--- src/rtl/uart_pkg.sv ---
`default_nettype none
// +-----------------------------------------------------------------------+
// | uart_pkg : shared UART frame format, FSM encoding and helpers         |
// | Revision : 1.0                                                        |
// +-----------------------------------------------------------------------+
package uart_pkg;

   typedef enum logic [1:0] {
      IDLE  = 2'd0,
      START = 2'd1,
      DATA  = 2'd2,
      STOP  = 2'd3
   } uart_state_e;

   localparam int DATA_BITS  = 8;
   localparam int STOP_BITS  = 1;
   localparam int FRAME_BITS = 1 + DATA_BITS + STOP_BITS;

   // Clock cycles occupied by one complete frame on the line.
   function automatic int frame_cycles(input int clk_per_bit);
      return FRAME_BITS * clk_per_bit;
   endfunction

endpackage
`default_nettype wire

--- src/rtl/tx_fifo.sv ---
`default_nettype none
// +-----------------------------------------------------------------------+
// | tx_fifo : synchronous FIFO with full/empty flags and wrap-bit pointers|
// | Revision : 1.0                                                        |
// +-----------------------------------------------------------------------+
module tx_fifo #(
   parameter int WIDTH = 8,
   parameter int DEPTH = 4
) (
   input  logic             clk,
   input  logic             rst_n,
   input  logic             push,
   input  logic [WIDTH-1:0] push_data,
   input  logic             pop,
   output logic [WIDTH-1:0] pop_data,
   output logic             full,
   output logic             empty
);

   localparam int AW = $clog2(DEPTH);
   localparam logic [AW:0] PTR_ONE = {{AW{1'b0}}, 1'b1};

   logic [AW:0]      wr_ptr_q, wr_ptr_d;
   logic [AW:0]      rd_ptr_q, rd_ptr_d;
   logic [WIDTH-1:0] mem_q [DEPTH];
   logic             do_push;
   logic             do_pop;

   // The extra pointer MSB distinguishes a wrapped (full) FIFO from an empty one.
   always_comb begin
      full     = (wr_ptr_q[AW] != rd_ptr_q[AW]) &&
                 (wr_ptr_q[AW-1:0] == rd_ptr_q[AW-1:0]);
      empty    = (wr_ptr_q == rd_ptr_q);
      do_push  = push && !full;
      do_pop   = pop && !empty;
      wr_ptr_d = do_push ? (wr_ptr_q + PTR_ONE) : wr_ptr_q;
      rd_ptr_d = do_pop  ? (rd_ptr_q + PTR_ONE) : rd_ptr_q;
      pop_data = mem_q[rd_ptr_q[AW-1:0]];
   end

   always_ff @(posedge clk or negedge rst_n) begin
      if (!rst_n) begin
         wr_ptr_q <= '0;
         rd_ptr_q <= '0;
      end else begin
         wr_ptr_q <= wr_ptr_d;
         rd_ptr_q <= rd_ptr_d;
      end
   end

   always_ff @(posedge clk) begin
      if (do_push) begin
         mem_q[wr_ptr_q[AW-1:0]] <= push_data;
      end
   end

endmodule
`default_nettype wire

--- src/rtl/uart_tx.sv ---
`default_nettype none
// +-----------------------------------------------------------------------+
// | uart_tx : buffered 8N1 serial transmitter with valid/ready input      |
// | Revision : 1.0                                                        |
// +-----------------------------------------------------------------------+
module uart_tx
   import uart_pkg::*;
#(
   parameter int CLK_PER_BIT = 100,
   parameter int FIFO_DEPTH  = 4
) (
   input  logic       clk,
   input  logic       rst_n,
   input  logic [7:0] data_in,
   input  logic       valid,
   output logic       ready,
   output logic       serial_line,
   output logic       busy
);

   localparam int                CNT_W    = $clog2(CLK_PER_BIT);
   localparam logic [CNT_W-1:0]  CNT_LAST = CNT_W'(CLK_PER_BIT - 1);
   localparam logic [CNT_W-1:0]  CNT_ONE  = CNT_W'(1);
   localparam logic [2:0]        LAST_BIT = 3'(DATA_BITS - 1);

   uart_state_e               state_q, state_d;
   logic [CNT_W-1:0]          cnt_q, cnt_d;
   logic [2:0]                bit_q, bit_d;
   logic [DATA_BITS-1:0]      shift_q, shift_d;
   logic                      line_q, line_d;

   logic                      fifo_push;
   logic                      fifo_pop;
   logic [DATA_BITS-1:0]      fifo_rdata;
   logic                      fifo_full;
   logic                      fifo_empty;
   logic                      bit_end;

   tx_fifo #(
      .WIDTH (DATA_BITS),
      .DEPTH (FIFO_DEPTH)
   ) u_fifo (
      .clk       (clk),
      .rst_n     (rst_n),
      .push      (fifo_push),
      .push_data (data_in),
      .pop       (fifo_pop),
      .pop_data  (fifo_rdata),
      .full      (fifo_full),
      .empty     (fifo_empty)
   );

   assign ready       = !fifo_full;
   assign fifo_push   = valid && !fifo_full;
   assign busy        = (state_q != IDLE) || !fifo_empty;
   assign serial_line = line_q;
   assign bit_end     = (cnt_q == CNT_LAST);

   always_comb begin
      state_d  = state_q;
      cnt_d    = cnt_q;
      bit_d    = bit_q;
      shift_d  = shift_q;
      fifo_pop = 1'b0;
      line_d   = 1'b1;

      case (state_q)
         IDLE: begin
            cnt_d = '0;
            if (!fifo_empty) begin
               fifo_pop = 1'b1;
               shift_d  = fifo_rdata;
               state_d  = START;
            end
         end
         START: begin
            cnt_d = bit_end ? '0 : cnt_q + CNT_ONE;
            if (bit_end) begin
               bit_d   = 3'd0;
               state_d = DATA;
            end
         end
         DATA: begin
            cnt_d = bit_end ? '0 : cnt_q + CNT_ONE;
            if (bit_end) begin
               shift_d = shift_q >> 1;
               if (bit_q == LAST_BIT) begin
                  state_d = STOP;
               end else begin
                  bit_d = bit_q + 3'd1;
               end
            end
         end
         STOP: begin
            cnt_d = bit_end ? '0 : cnt_q + CNT_ONE;
            // A queued byte chains straight into the next start bit.
            if (bit_end) begin
               if (!fifo_empty) begin
                  fifo_pop = 1'b1;
                  shift_d  = fifo_rdata;
                  state_d  = START;
               end else begin
                  state_d = IDLE;
               end
            end
         end
         default: begin
            state_d = IDLE;
            cnt_d   = '0;
         end
      endcase

      // Line level is decoded from the next state so the register leads the FSM.
      case (state_d)
         START:   line_d = 1'b0;
         DATA:    line_d = shift_d[0];
         default: line_d = 1'b1;
      endcase
   end

   always_ff @(posedge clk or negedge rst_n) begin
      if (!rst_n) begin
         state_q <= IDLE;
         cnt_q   <= '0;
         bit_q   <= 3'd0;
         shift_q <= '0;
         line_q  <= 1'b1;
      end else begin
         state_q <= state_d;
         cnt_q   <= cnt_d;
         bit_q   <= bit_d;
         shift_q <= shift_d;
         line_q  <= line_d;
      end
   end

endmodule
`default_nettype wire
--- config.mk ---
export PLATFORM = sky130hd
export DESIGN_NAME = uart_tx
export DESIGN_NICKNAME = d
export VERILOG_FILES = /design/src/rtl/uart_pkg.sv /design/src/rtl/tx_fifo.sv /design/src/rtl/uart_tx.sv
export SDC_FILE = /design/constraint.sdc
export NUM_CORES = 1
export LEC_CHECK = 0
export ABC_AREA = 1
export ABC_CLOCK_PERIOD_IN_PS = 2800
export CORE_ASPECT_RATIO = 0.9
export CORE_MARGIN = 2
export CORE_UTILIZATION = 60
export CTS_CLUSTER_SIZE = 10
export DETAILED_ROUTE_END_ITERATION = 8
export PLACE_DENSITY_LB_ADDON = 0.1
export SLEW_MARGIN = 20
export SYNTH_ARGS = -nofsm -noshare
export SYNTH_HDL_FRONTEND = slang
export SYNTH_HIERARCHICAL = 1
export SYNTH_SLANG_ARGS = --single-unit
export TNS_END_PERCENT = 1
--- constraint.sdc ---
create_clock -name clk -period 2.8 [get_ports clk]
set_input_delay 0.84 -clock clk [delete_from_list [all_inputs] [get_ports clk]]
set_output_delay 0.84 -clock clk [all_outputs]
set_load 0.05 [all_outputs]
==> flow_metrics.env <==
export IMPL_status="completed"
export IMPL_finalWirelength_mm=6.05
export IMPL_initial_core_util_pct=61.6
export IMPL_crit_path_end_kind="primary output"
export IMPL_clock_skew_ns=0.00539
export IMPL_hold_ws_ns=0.471
export IMPL_tns_ns=0
export IMPL_dp_cells=395
export IMPL_power_leakage_nw=1.46
export IMPL_antennaDiodeCount=0
export IMPL_relSlewSlack_pct=66.3
export IMPL_pre_cts_slack_ns=0.441
export IMPL_clk_pin_slew_worst_paths_ns=0.07
export IMPL_num_vias=2242
export IMPL_viasPerCell=5.45
export IMPL_worst_hold_path_type="flip-flop to flip-flop"
export IMPL_cts_htree_levels=3
export IMPL_crit_family="buffers and inverters"
export IMPL_cts_tree="done"
export IMPL_setup_ws_ns=0.212
export IMPL_grt_remaining_overflow=0
export IMPL_drc=0
export IMPL_cts_buffer_depth=2
export IMPL_syn_nets=341
export IMPL_avgSynthCellArea_um2=9.34
export IMPL_setup_viol=0
export IMPL_crit_arrival_ns=1.75
export IMPL_ir_drop_uv=621
export IMPL_drt_iter0_drc=183
export IMPL_crit_type="flip-flop to primary output"
export IMPL_die_w_um=78.1
export IMPL_cts_hold_buf=0
export IMPL_die_y_um=70.7
export IMPL_fin_crit_ns=2.59
export IMPL_n_fill_cell=366
export IMPL_layout_commonest_cell="nand2_1"
export IMPL_antenna_found_initial=0
export IMPL_syn_to_final_growth_pct=14.2
export IMPL_die_area_um2=5510
export IMPL_finalHoldViolations=0
export IMPL_fmax_ghz=0.386
export IMPL_critical_path_max_stage_delay_ns=0.49
export IMPL_cts_setup_buffers=0
export IMPL_start_kind="flip-flop"
export IMPL_slew_violations=0
export IMPL_num_rows=24
export IMPL_cts_buffers=9
export IMPL_drt_pass1_iterations=5
export IMPL_grt_max_degree=28
export IMPL_synth_edf_count=32
export IMPL_postRouteAntennaNets=0
export IMPL_ys_flop_type="edfxtp_1"
export IMPL_rsz0062_at_grt="false"
export IMPL_wl_per_cell_um=14.7
export IMPL_hpwl_mm=4.34
export IMPL_yosysSeqAreaShare_pct=55.3
export IMPL_drive_gt1_share_pct=11.6
export IMPL_powerDensity_nw_per_um2=1030
export IMPL_cts_root_buf="clkbuf_8"
export IMPL_ys_warn_count=6
export IMPL_grt_total_usage_pct=24.7
export IMPL_post_cts_resize_count=0
export IMPL_final_cell_mix="69 x nand2_1, 39 x nor2_1, 37 x inv_1"
export IMPL_crit_slowest_cell="dfrtp_1"
export IMPL_max_cap_violations=0
export IMPL_syn_cell_area_um2=2960
export IMPL_ios=14
export IMPL_ys_ff_latch=59
export IMPL_min_period_over_period_pct=92.4
export IMPL_core_um2=4800
export IMPL_crit_fanout=12
export IMPL_synth_cell_types=34
export IMPL_synth_async_reset_ratio_pct=45.8
export IMPL_tightestPinTransition_ns=0.502
export IMPL_fin_cells=411
export IMPL_layout_nets=365
export IMPL_place_gp_congestion=0.947
export IMPL_clock_sinks=59
export IMPL_cp_num_buf_inv=3
export IMPL_crit_required_ns=1.96
export IMPL_grt_pass1_wl_mm=10.2
export IMPL_grt_pass1_vias=2127
export IMPL_insertion_delay_ns=0.35
export IMPL_path_cells="inv_1 > nand2_1 > nand2_2 > nand3_2 > inv_1 > nand2_1 > buf_4"
export IMPL_portBuffers=13
export IMPL_design_power_total_mw=3.49
export IMPL_postSynthCellCount=317
[kinds of logic after synthesis]
group	Yosys count	synth area share (%)
buffers and inverters	47	6.63
and+or+nand+nor	137	20.1
muxes	1	0.338
AOI/OAI and AO/OA	56	10.7
DFF	59	55.3
xor gates and xnor gates	4	1.44
adders and majority gates	13	5.49
[flip-flops by register name, indices dropped and copies added (netlist names)]
name / count
u_fifo/mem_q: 32
shift_q: 8
state_q: 2
u_fifo/wr_ptr_q: 3
bit_q: 3
serial_line: 1
u_fifo/rd_ptr_q: 3
cnt_q: 7
[Yosys cell counts, types with 2 or more instances]
library cell	instances	area (µm²)
nand2_1	69	259
nand3_1	14	70.1
buf_2	3	15.0
o21ai_0	23	115
dfrtp_1	26	651
o21ai_1	5	25.0
nor3_1	3	15.0
xor2_1	2	17.5
a21oi_1	10	50.1
inv_1	37	139
nor2_1	39	146
buf_4	2	15.0
nand3_2	2	20.0
edfxtp_1	32	961
ha_1	13	163
inv_2	2	7.51
nand2_2	2	12.5
nor2_2	3	18.8
o22ai_1	15	93.8
[final timing paths]
| kind | from | endpoint | slack, ns | cells past startpoint |
|---|---|---|---|---|
| min in group asynchronous | rst_n | u_fifo/wr_ptr_q[0]$_DFFE_PN0P_ | 0.87 | 2 |
| setup reg to reg | u_fifo/rd_ptr_q[1]$_DFFE_PN0P_ | u_fifo/mem_q[1][6]$_DFFE_PP_ | 0.61 | 9 |
| hold / removal | cnt_q[0]$_DFF_PN0_ | cnt_q[0]$_DFF_PN0_ | 0.47 | 1 |
| max in group asynchronous | rst_n | serial_line$_DFF_PN1_ | 1.61 | 2 |
| hold reg to reg | cnt_q[0]$_DFF_PN0_ | cnt_q[0]$_DFF_PN0_ | 0.47 | 1 |
| setup / recovery | u_fifo/rd_ptr_q[1]$_DFFE_PN0P_ | busy | 0.21 | 7 |
[worst register-to-register path: cells and delay by family (launching register included)]
kind                   cells  cell delay [ns]
AND/OR/NAND/NOR            6             0.93
flip-flops                 1             0.52
buffers and inverters      3             0.46
[final cells by class]
cell class	instances	area (µm²)	share of cell area, %
multi-input cells	211	1130	33.3
clock buffers	10	128	3.77
clock inverters	6	66.3	1.96
inverters	40	151	4.48
well taps	65	81.3	2.40
repair buffers	20	190	5.62
flip-flops and latches	59	1640	48.4
[stage by stage]
stage               instance area [µm²]  utilization (%)
finish                             3380             70.4
global route                       3380             70.4
CTS                                3380             70.4
detailed placement                 3190             66.4
global placement                   3190             66.4
floorplan                          2960                -
[report_power, final]
group	leakage (nW)	switching [mW]	internal (mW)
sequential	0.646	0.146	1.17
combinational	0.724	0.904	0.511
clock	0.0901	0.352	0.410
[metal layers]
layer  GRT usage, %  share of wire (%)  up-vias
met5              0                  0        -
met4           9.36                1.9        0
met3           6.51                5.9       11
met2           37.2                 46       83
met1           34.8                 46     1048
li1               -                  -     1100
Note: power is estimated with default switching activity, not from simulation.
